`config.mk`:
```
export PLATFORM = sky130hd
export DESIGN_NAME = yrv_multi_timer
export DESIGN_NICKNAME = d
export VERILOG_FILES = /design/src/rtl/yrv_multi_timer.sv
export SDC_FILE = /design/constraint.sdc
export NUM_CORES = 1
export LEC_CHECK = 0
export BUFFER_PORTS_ARGS = -buffer_cell sky130_fd_sc_hd__buf_2
export CAP_MARGIN = 20
export CORE_MARGIN = 2
export CORE_UTILIZATION = 33
export CTS_CLUSTER_DIAMETER = 100
export DETAILED_ROUTE_END_ITERATION = 8
export GPL_ROUTABILITY_DRIVEN = 0
export PLACE_DENSITY = 0.47
export SETUP_SLACK_MARGIN = 0.4
export SLEW_MARGIN = 0
export SYNTH_ARGS = -nofsm -noshare
export SYNTH_HDL_FRONTEND = slang
export SYNTH_SLANG_ARGS = --single-unit
export TNS_END_PERCENT = 10
```
`constraint.sdc`:
```
create_clock -name clk -period 3.9 [get_ports clk]
set_clock_uncertainty 0.1 [all_clocks]
set_input_delay 0.78 -clock clk [delete_from_list [all_inputs] [get_ports clk]]
set_output_delay 0.78 -clock clk [all_outputs]
set_load 0.03 [all_outputs]
```
`src/rtl/yrv_multi_timer.sv`:
```
`default_nettype none
// ============================================================================
// Module   : yrv_multi_timer
// Purpose  : N-channel periodic/one-shot tick generator with sticky pendings,
//            masked interrupt request and a free-running channel-0 tick count.
// Revision : 1.0  initial release
// ============================================================================
module yrv_multi_timer #(
   parameter int         N_CH      = 4,
   parameter int         CNT_W     = 16,
   parameter int         FREE_W    = 16,
   parameter int         CH0_LIMIT = 6249,
   parameter logic [1:0] CH0_MODE  = 2'b01
) (
   input  logic                                      clk,
   input  logic                                      resetb,
   input  logic                                      cfg_we,
   input  logic [((N_CH > 1) ? $clog2(N_CH) : 1)-1:0] cfg_ch,
   input  logic [CNT_W-1:0]                          cfg_limit,
   input  logic [1:0]                                cfg_mode,
   input  logic [N_CH-1:0]                           int_ack,
   input  logic [N_CH-1:0]                           int_mask,
   output logic [N_CH-1:0]                           tick,
   output logic [N_CH-1:0]                           pending,
   output logic                                      ei_req,
   output logic [FREE_W-1:0]                         free_cnt
);

   localparam int         CH_W          = (N_CH > 1) ? $clog2(N_CH) : 1;
   localparam logic [1:0] MODE_OFF      = 2'b00;
   localparam logic [1:0] MODE_PERIODIC = 2'b01;
   localparam logic [1:0] MODE_ONESHOT  = 2'b10;

   logic [N_CH-1:0]   term;
   logic [FREE_W-1:0] free_q;

   for (genvar i = 0; i < N_CH; i++) begin : g_ch
      localparam logic [CNT_W-1:0] RST_LIMIT = (i == 0) ? CNT_W'(CH0_LIMIT) : '0;
      localparam logic [1:0]       RST_MODE  = (i == 0) ? CH0_MODE : MODE_OFF;

      logic [CNT_W-1:0] cnt_q, cnt_d;
      logic [CNT_W-1:0] limit_q, limit_d;
      logic [1:0]       mode_q, mode_d;
      logic             tick_q;
      logic             pend_q, pend_d;
      logic             wr, active, hit;

      // Addresses beyond the last channel never match, so such writes vanish.
      assign wr     = cfg_we && (cfg_ch == CH_W'(i));
      assign active = (mode_q == MODE_PERIODIC) || (mode_q == MODE_ONESHOT);
      assign hit    = active && (cnt_q == limit_q);
      assign term[i] = hit && !wr;
      assign pend_d  = ~int_ack[i] & (term[i] | pend_q);

      always_comb begin
         cnt_d   = cnt_q;
         limit_d = limit_q;
         mode_d  = mode_q;
         if (wr) begin
            cnt_d   = '0;
            limit_d = cfg_limit;
            mode_d  = cfg_mode;
         end else if (!active || hit) begin
            cnt_d = '0;
            if (hit && (mode_q == MODE_ONESHOT)) begin
               mode_d = MODE_OFF;
            end
         end else begin
            cnt_d = cnt_q + 1'b1;
         end
      end

      always_ff @(posedge clk or negedge resetb) begin
         if (!resetb) begin
            cnt_q   <= '0;
            limit_q <= RST_LIMIT;
            mode_q  <= RST_MODE;
            tick_q  <= 1'b0;
            pend_q  <= 1'b0;
         end else begin
            cnt_q   <= cnt_d;
            limit_q <= limit_d;
            mode_q  <= mode_d;
            tick_q  <= term[i];
            pend_q  <= pend_d;
         end
      end

      assign tick[i]    = tick_q;
      assign pending[i] = pend_q;
   end

   always_ff @(posedge clk or negedge resetb) begin
      if (!resetb) begin
         free_q <= '0;
      end else if (term[0]) begin
         free_q <= free_q + 1'b1;
      end
   end

   assign free_cnt = free_q;
   assign ei_req   = |(pending & ~int_mask);

endmodule
`default_nettype wire

```
==> flow_summary.json, run 1 <==
{
  "status": "finished, final reports clean",
  "netlist_instances": 763,
  "layout.nets": 856,
  "tightestPinTransition_ns": 0.875,
  "die_w_um": 156,
  "p_comb_frac": 0.142,
  "arrival_ns": 1.42,
  "ant_nets": 0,
  "grt_antenna_before_repair": 0,
  "met2WireLength_um": 8320,
  "cts_made_buffers": 17,
  "worstSetupPathType": "in2out",
  "grt_overflow": 0,
  "layout-area-overhead-vs-synth_pct": 14.7,
  "syn_area_per_cell_um2": 9.97,
  "clock_latency_ns": 0.42,
  "rsz0062_at_grt": "no",
  "p_int_mw": 3.03,
  "cts-root-buf": "clkbuf_16",
  "core_area_um2": 22600,
  "final_common_cell": "nand2_1",
  "syn-cell-area_um2": 7610,
  "die_h_um": 156,
  "cts_tree": "done",
  "wl_per_cell_um": 16.2,
  "num_vias": 5180,
  "path_max_fanout": 1,
  "wl_met3_um": 357,
  "grt_usage": 0.158,
  "synth_edf_count": 0,
  "dieArea_um2": 24300,
  "cts_max_level": 4,
  "std_cell_rows": 55,
  "drv_cap": 0,
  "powerDensity_nw_per_um2": 485,
  "initial_core_util": 0.336,
  "final_cell_mix": "184 x nand2_1, 153 x dfrtp_1, 108 x xor2_1, 86 x nor2_1, 54 x buf_2",
  "p_clk_frac": 0.379,
  "drv_slew": 0,
  "yosysSeqAreaShare": 0.528,
  "grt_max_degree": 91,
  "io_pins": 56,
  "ir_worst_vdd_mv": 0.204,
  "syn_nets": 803,
  "drt_wl_total_um": 18000,
  "drc": 0,
  "tns_ns": 0,
  "placed_cell_area_um2": 8170,
  "hp-class": "in2async",
  "top_layer_used": "met4",
  "post_cts_resized": 0,
  "grt_pass1_wl_um": 29500,
  "hold_viol_final": 0,
  "switching_power_mw": 1.21,
  "synth_flop_cell": "dfrtp_1",
  "setup_violations": 0,
  "antenna_cells": 0,
  "ctsHoldBuffers": 0,
  "post_cts_buffers": 0,
  "vias_per_cell": 4.65,
  "grt_pass1_vias": 5237,
  "synth_seq_cells": 160,
  "pwr-share-seq": 0.479,
  "cp.required_ns": 3.02,
  "ys_types": 38,
  "ys_async_sr_fraction": 1.00,
  "finalCritPeriodShare": 0.590,
  "period_minus_slack_ns": 2.30,
  "dp_hpwl_um": 12500,
  "slew_headroom": 0.417,
  "cts_sinks": 160,
  "ys_warn_count": 0,
  "switching_share": 0.285,
  "drt_iter0_drc": 263,
  "portBuffers": 55,
  "leakagePower_nw": 4.26,
  "fmax_mhz": 435,
  "firstDrtPassIters": 5,
  "drive_gt1_frac": 0.157,
  "clk_path_buf_depth": 2,
  "wl_met1_um": 9230,
  "finalInstanceArea_um2": 8720,
  "critPathCaptureType": "output port",
  "path_clk_slew_ns": 0.06,
  "critPathLaunchType": "primary input"
}
-- synthesized netlist by cell type (9+ instances only) --
library cell  count  area share
nand2_1         184       0.091
mux2_2           17       0.025
nor3_1            9      0.0059
xnor2_1          26       0.030
inv_1            16      0.0079
nand4_1          16       0.013
ha_1              9       0.015
and3_1           15       0.012
dfrtp_1         153        0.50
xor2_1          108        0.12
nor4_1           17       0.014
nor2_1           86       0.042
nand3_1          29       0.019
clkbuf_1         15      0.0074
-- state kept, by name, summed over array words and instances, names as in the netlist --
signal and count:
g_ch.pend_q 4, g_ch.tick_q 4, g_ch.cnt_q 64, free_cnt 16, g_ch.limit_q 64, g_ch.mode_q 8
-- cells by family (layout without fill, tap and decap cells) --
group / count (synthesis) / count (layout) / synth area share
AO/OA/AOI/OAI: 14 / 14 / 0.0133
XOR/XNOR: 135 / 135 / 0.156
adder cells (fa/ha/maj): 9 / 9 / 0.0148
buffers and inverters: 44 / 110 / 0.0271
flip-flops: 160 / 160 / 0.528
multiplexers: 17 / 17 / 0.0252
AND/OR/NAND/NOR: 384 / 384 / 0.236
-- power groups by stage --
stage	combinational, mW	sequential, mW	clock [mW]
6_report	0.600	2.03	1.60
5_1_grt	0.691	2.06	1.73
4_1_cts	0.617	2.03	1.65
3_5_place_dp	0.613	2.06	0
3_3_place_gp	0.607	2.06	0
2_1_floorplan	0.423	2.01	0
-- worst max-delay path: stages --
cell      delay [ns]
buf_2           0.07
inv_1           0.03
a22oi_1         0.19
o221ai_1        0.15
buf_2           0.20
-- path summary, 6_finish.rpt --
check                                            from  slack (ns)                          end  cells after the start
hold / removal                                 resetb        0.34  g_ch[2].cnt_q[12]$_DFF_PN0_                      1
hold reg to reg              free_cnt[13]$_DFFE_PN0P_        0.39     free_cnt[13]$_DFFE_PN0P_                      1
max in group asynchronous                      resetb        2.55   g_ch[3].cnt_q[5]$_DFF_PN0_                      2
setup / recovery                          int_mask[2]        1.60                       ei_req                      5
min in group clk             free_cnt[13]$_DFFE_PN0P_        0.39     free_cnt[13]$_DFFE_PN0P_                      1
setup reg to reg           g_ch[0].cnt_q[5]$_DFF_PN0_        1.63     free_cnt[15]$_DFFE_PN0P_                      5
-- stage by stage --
step	setup WS [ns]	hold WS (ns)	util	std cells	total power [mW]
2_1_floorplan	1.65	0.365	-	763	2.44
3_3_place_gp	1.30	0.375	0.361	1082	2.67
3_5_place_dp	1.30	0.383	0.361	1082	2.67
4_1_cts	1.61	0.377	0.385	1114	4.30
5_1_grt	1.49	0.389	0.385	1114	4.48
6_report	1.60	0.342	0.385	1114	4.23
-- per-layer routing --
layer	vias to the layer above	global-route usage
met3	5	0.0347
li1	2587	-
met5	-	0
met2	32	0.245
met4	0	0.0341
met1	2556	0.227
-- layout make-up --
cell class                 instances  area (um^2)
tap                              285          357
fill                            2242        13900
sequential                       160         4010
timing repair buffer              62          347
inverter                          16         60.1
clock buffer                      24          462
multi-input combinational        559         3390
clock inverter                     8         92.6
Note: power is estimated with default switching activity, not from simulation.
==> inputs of run 2 (changes only) <==
- ABC_AREA: not set -> 1
- PLACE_DENSITY: 0.47 -> 0.48
- clock period: 3.9 -> 2.1 ns (I/O delays scaled with it)
==> flow_summary.json, run 2 <==
{
  "drive_gt1_frac": 0.131,
  "vias_per_cell": 4.45,
  "synth_seq_cells": 160,
  "layout-area-overhead-vs-synth_pct": 20.5,
  "grt_pass1_vias": 6606,
  "syn_nets": 1199,
  "synth_flop_cell": "dfrtp_1",
  "cp.required_ns": 1.58,
  "crit_start": "g_ch[2].pend_q$_DFF_PN0_",
  "ir_worst_vdd_mv": 0.561,
  "ys_top_cells_by_count": "382 x nand2_1, 178 x inv_1, 168 x nor2_1",
  "regToRegStartpoint": "g_ch[0].limit_q[5]$_DFFE_PN1N_",
  "grt_pass1_wl_um": 34600,
  "slowest_stage": "dfrtp_1",
  "io_pins": 56,
  "period_minus_slack_ns": 1.98,
  "finalInstanceArea_um2": 10100,
  "arrival_ns": 1.46,
  "ys_warn_count": 0,
  "ys_async_sr_fraction": 1.00,
  "cts-root-buf": "clkbuf_16",
  "dp_hpwl_um": 15700,
  "grt_antenna_before_repair": 0,
  "ant_nets": 0,
  "hp-class": "in2reg",
  "slew_headroom": 0.678,
  "leakagePower_nw": 5.03,
  "ys_types": 30,
  "grt_overflow": 0,
  "wl_per_cell_um": 13.5,
  "portBuffers": 55,
  "drt_wl_total_um": 21400,
  "critPathLaunchType": "flop",
  "powerDensity_nw_per_um2": 809,
  "std_cell_rows": 58,
  "path_clk_slew_ns": 0.07,
  "synthTopCellsByArea": "dfrtp_1 46%, nand2_1 17%, inv_1 8.0%",
  "syn-cell-area_um2": 8380,
  "rsz0062_at_grt": "yes",
  "layout.nets": 1283,
  "synth_top_area_share": 0.457,
  "slowest_delay_ns": 0.41,
  "final_common_cell": "nand2_1",
  "final_cell_mix": "368 x nand2_1, 174 x inv_1, 165 x nor2_1, 151 x dfrtp_1, 84 x o21ai_0",
  "die_h_um": 163,
  "syn_area_per_cell_um2": 7.23,
  "antenna_cells": 0,
  "worstSetupPathType": "reg2out",
  "grt_max_degree": 44,
  "netlist_instances": 1159,
  "hold_viol_final": 0,
  "tightestPinTransition_ns": 0.483,
  "core_area_um2": 25000,
  "p_total_mw": 8.17,
  "fmax_mhz": 504,
  "yosysSeqAreaShare": 0.479,
  "tns_ns": 0,
  "crit_family": "flip-flops",
  "path_cells": "inv_2, o22ai_2, buf_6, nor2_1, o21ai_0, buf_4",
  "num_vias": 7056,
  "cts_made_buffers": 17,
  "cp_num_buf_inv": 3,
  "cts_sinks": 160,
  "drt_iter0_drc": 443,
  "drv_cap": 0,
  "grt_usage": 0.168,
  "synth.most_common_cell": "nand2_1",
  "initial_core_util": 0.335,
  "synth_top_area_cell": "dfrtp_1",
  "synth_edf_count": 0,
  "firstDrtPassIters": 5,
  "hold_ws_ns": 0.0301,
  "finalCritPeriodShare": 0.944,
  "die_w_um": 163,
  "drv_slew": 0,
  "path_max_fanout": 2,
  "clock_latency_ns": 0.43,
  "status": "finished, final reports clean",
  "placed_cell_area_um2": 9150,
  "cts_tree": "done",
  "drc": 0,
  "setup_violations": 0,
  "dieArea_um2": 26700,
  "worstHoldStart": "int_ack[0]",
  "cts_max_level": 4,
  "clk_path_buf_depth": 2,
  "critPathCaptureType": "output port"
}
==> run 2: through the flow <==
stage               cells  utilization  setup slack, ns
floorplan            1159            -            0.403
global placement     1537        0.366            0.194
global route         1586        0.403           0.0103
CTS                  1578        0.397           0.0857
finish               1586        0.403            0.117
detailed placement   1537        0.366            0.188
==> run 2: worst paths after layout <==
| path | to | slack, ns | cells after the start |
|---|---|---|---|
| setup / recovery | ei_req | 0.12 | 6 |
| hold / removal | g_ch[0].pend_q$_DFF_PN0_ | 0.03 | 2 |
| setup reg to reg | free_cnt[11]$_DFFE_PN0P_ | 0.26 | 12 |
| hold reg to reg | g_ch[3].cnt_q[0]$_DFF_PN0_ | 0.39 | 1 |
| max in group asynchronous | g_ch[0].limit_q[11]$_DFFE_PN1N_ | 0.86 | 3 |
| min in group asynchronous | g_ch[2].cnt_q[4]$_DFF_PN0_ | 0.42 | 2 |
==> run 2: cells by family (layout without fill, tap and decap cells) <==
logic type / Yosys count / in the layout / share of synthesized area
and+or+nand+nor: 645 / 645 / 0.309
buffers and inverters: 206 / 303 / 0.0978
DFF: 160 / 160 / 0.479
AOI/OAI and AO/OA: 101 / 101 / 0.0609
xor gates and xnor gates: 38 / 38 / 0.0397
adders and majority gates: 9 / 9 / 0.0134
==> run 2: cell type report <==
class / instances / area (um^2)
repair buffers: 88 / 707
inverters: 182 / 696
repair inverters: 1 / 11.3
fillers: 2631 / 14900
clock buffers: 20 / 437
well taps: 330 / 413
multi-input cells: 793 / 3660
clock inverters: 12 / 159
flip-flops and latches: 160 / 4020
==> run 2: timing repair <==
| item | 4_1_cts | 5_1_grt |
|---|---|---|
| hold buffers | 1 | 0 |
| setup endpoints to repair | 68 | 90 |
| setup buffers | 6 | 6 |
| hold endpoints to repair | 37 | 0 |
| cloned | 2 | 2 |
| gates resized for setup | 17 | 30 |
| pin swaps | 3 | 8 |
==> run 2: metal layers <==
| layer | GRT usage | share of wire | up-vias |
|---|---|---|---|
| li1 | - | - | 3701 |
| met1 | 0.234 | 0.51 | 3282 |
| met2 | 0.272 | 0.46 | 61 |
| met3 | 0.0305 | 0.023 | 12 |
| met4 | 0.0362 | 0.0074 | 0 |
| met5 | 0 | 0 | - |
==> run 2: power by group <==
group / switching (mW) / internal, mW
Clock: 1.32 / 1.88
Combinational: 0.811 / 0.508
Sequential: 0.253 / 3.39
Total: 2.39 / 5.78
==> inputs of run 3 (changes only) <==
--- a/constraint.sdc
+++ b/constraint.sdc
@@ -4,2 +4,2 @@
 set_output_delay 0.42 -clock clk [all_outputs]
-set_load 0.03 [all_outputs]
+set_load 0.05 [all_outputs]
==> flow_summary.json, run 3 (synthesis gave the netlist of run 2 again) <==
{
  "drv_cap": 0,
  "leakagePower_nw": 4.96,
  "grt_pass1_wl_um": 35400,
  "io_pins": 56,
  "path_max_fanout": 2,
  "cts-root-buf": "clkbuf_16",
  "grt_pass1_vias": 6677,
  "ir_worst_vdd_mv": 0.452,
  "slew_headroom": 0.696,
  "cp.required_ns": 1.58,
  "setup_violations": 0,
  "multi_input_area_um2": 3670,
  "fin_util": 0.399,
  "slowest_delay_ns": 0.37,
  "cts_max_level": 4,
  "top_usage_layer": "met2",
  "ant_nets": 0,
  "drv_slew": 0,
  "num_vias": 7031,
  "drc": 0,
  "drt_wl_total_um": 21700,
  "p_comb_frac": 0.162,
  "dieArea_um2": 26700,
  "arrival_ns": 1.43,
  "die_h_um": 163,
  "pwr-share-seq": 0.453,
  "std_cell_rows": 58,
  "switching_share": 0.293,
  "critPathLaunchType": "flop",
  "core_area_um2": 25000,
  "fmax_mhz": 512,
  "layout.nets": 1282,
  "slowest_stage": "dfrtp_1",
  "finalCritPeriodShare": 0.930,
  "tns_ns": 0,
  "fillerInstances": 2675,
  "dp_cells": 1540,
  "final_common_cell": "nand2_1",
  "grt_usage": 0.171,
  "cts_tree": "done",
  "initial_core_util": 0.335,
  "hold_viol_final": 0,
  "p_clk_frac": 0.385,
  "crit_top_cell": "buf_6",
  "placed_cell_area_um2": 9130,
  "cts_sinks": 160,
  "vias_per_cell": 4.44,
  "grt_overflow": 0,
  "groute.layer.met3.usage": 0.0320,
  "hp-class": "in2reg",
  "portBuffers": 55,
  "clk_path_buf_depth": 2,
  "drive_gt1_frac": 0.137,
  "p_total_mw": 8.06,
  "firstDrtPassIters": 4,
  "worstSetupPathType": "reg2out",
  "rr_worst_depth": 9,
  "critPathCaptureType": "output port",
  "powerDensity_nw_per_um2": 807,
  "p_int_mw": 5.70,
  "layout-area-overhead-vs-synth_pct": 19.1,
  "final_cell_mix": "367 x nand2_1, 174 x inv_1, 163 x nor2_1, 149 x dfrtp_1, 83 x o21ai_0",
  "worst-r2r-setup-slack_ns": 0.32,
  "wl_per_cell_um": 13.7,
  "tightestPinTransition_ns": 0.454,
  "dp_hpwl_um": 16100,
  "met1_usage": 0.242,
  "final_cell_count_no_fill": 1585,
  "switching_power_mw": 2.36,
  "grt_max_degree": 44,
  "hold_depth": 2,
  "register_area_um2": 4020,
  "rsz0062_at_grt": "yes",
  "drt_iter0_drc": 353,
  "clock_latency_ns": 0.42,
  "path_cells": "inv_2, o22ai_2, buf_6, nor2_2, o21ai_2, buf_6",
  "grt_antenna_before_repair": 0,
  "status": "finished, final reports clean",
  "die_w_um": 163,
  "antenna_cells": 0,
  "period_minus_slack_ns": 1.95,
  "cts_made_buffers": 17,
  "path_clk_slew_ns": 0.07,
  "finalInstanceArea_um2": 9980,
  "grt_util_met2": 0.273
}
==> run 3: changes by cell type in the layout (fill, tap and decap cells not counted), moves of 2 or more <==
cell,previous run,this run
buf_12,8,3
buf_16,2,0
buf_4,19,24
buf_6,3,5
clkbuf_8,0,2
clkinv_2,2,6
clkinv_4,3,0
dfrtp_1,151,149
dfrtp_2,2,4
nand2_2,11,14
nand2_4,5,3
nor2_1,165,163
==> run 3: stage by stage <==
stage          hold WS, ns  setup WS, ns
2_1_floorplan       0.0244         0.252
3_3_place_gp         0.255         0.302
3_5_place_dp         0.255         0.293
4_1_cts             0.0171         0.132
5_1_grt             0.0273        0.0822
6_report            0.0318         0.147
==> run 3: final cells by class <==
type / count / area share
clock buffer: 21 / 0.0461
clock inverter: 11 / 0.0114
inverter: 182 / 0.0692
multi-input combinational: 793 / 0.368
sequential: 160 / 0.402
tap: 330 / 0.0414
timing repair buffer: 88 / 0.0613
==> run 3: worst paths after layout <==
check,end,startpoint
setup reg to reg,g_ch[0].cnt_q[14]$_DFF_PN0_,g_ch[0].cnt_q[0]$_DFF_PN0_
setup / recovery,ei_req,g_ch[2].pend_q$_DFF_PN0_
hold reg to reg,g_ch[1].cnt_q[0]$_DFF_PN0_,g_ch[1].cnt_q[0]$_DFF_PN0_
max in group asynchronous,g_ch[0].limit_q[11]$_DFFE_PN1N_,resetb
min in group asynchronous,g_ch[2].cnt_q[3]$_DFF_PN0_,resetb
hold / removal,g_ch[1].pend_q$_DFF_PN0_,int_ack[1]
==> run 3: power groups by stage <==
stage	Clock (mW)	Sequential [mW]	Combinational, mW
final	3.10	3.65	1.31
after global routing	3.30	3.69	1.56
after CTS	3.17	3.65	1.30
after detailed placement	0	3.70	1.28
after global placement	0	3.70	1.27
after floorplan	0	3.63	0.886
==> run 3: layer usage <==
layer,up-vias,routed length [um]
met4,0,146
met1,3251,11000
met2,83,10000
met5,-,0
met3,9,556
li1,3688,-
==> run 3: repair_timing <==
item / CTS / global route
gates resized for setup: 8 / 45
setup endpoints to repair: 51 / 101
cloned: 0 / 2
pin swaps: 0 / 20
hold buffers: 1 / 0
buffers inserted: 2 / 8
endpoints found under the hold margin: 28 / 0
==> run 3: worst max-delay path: cells and delay by family, from the launching register on <==
kind,cells,cell delay [ns]
AOI/OAI and AO/OA,2,0.23
DFF,1,0.37
buffers and inverters,3,0.39
and+or+nand+nor,1,0.04
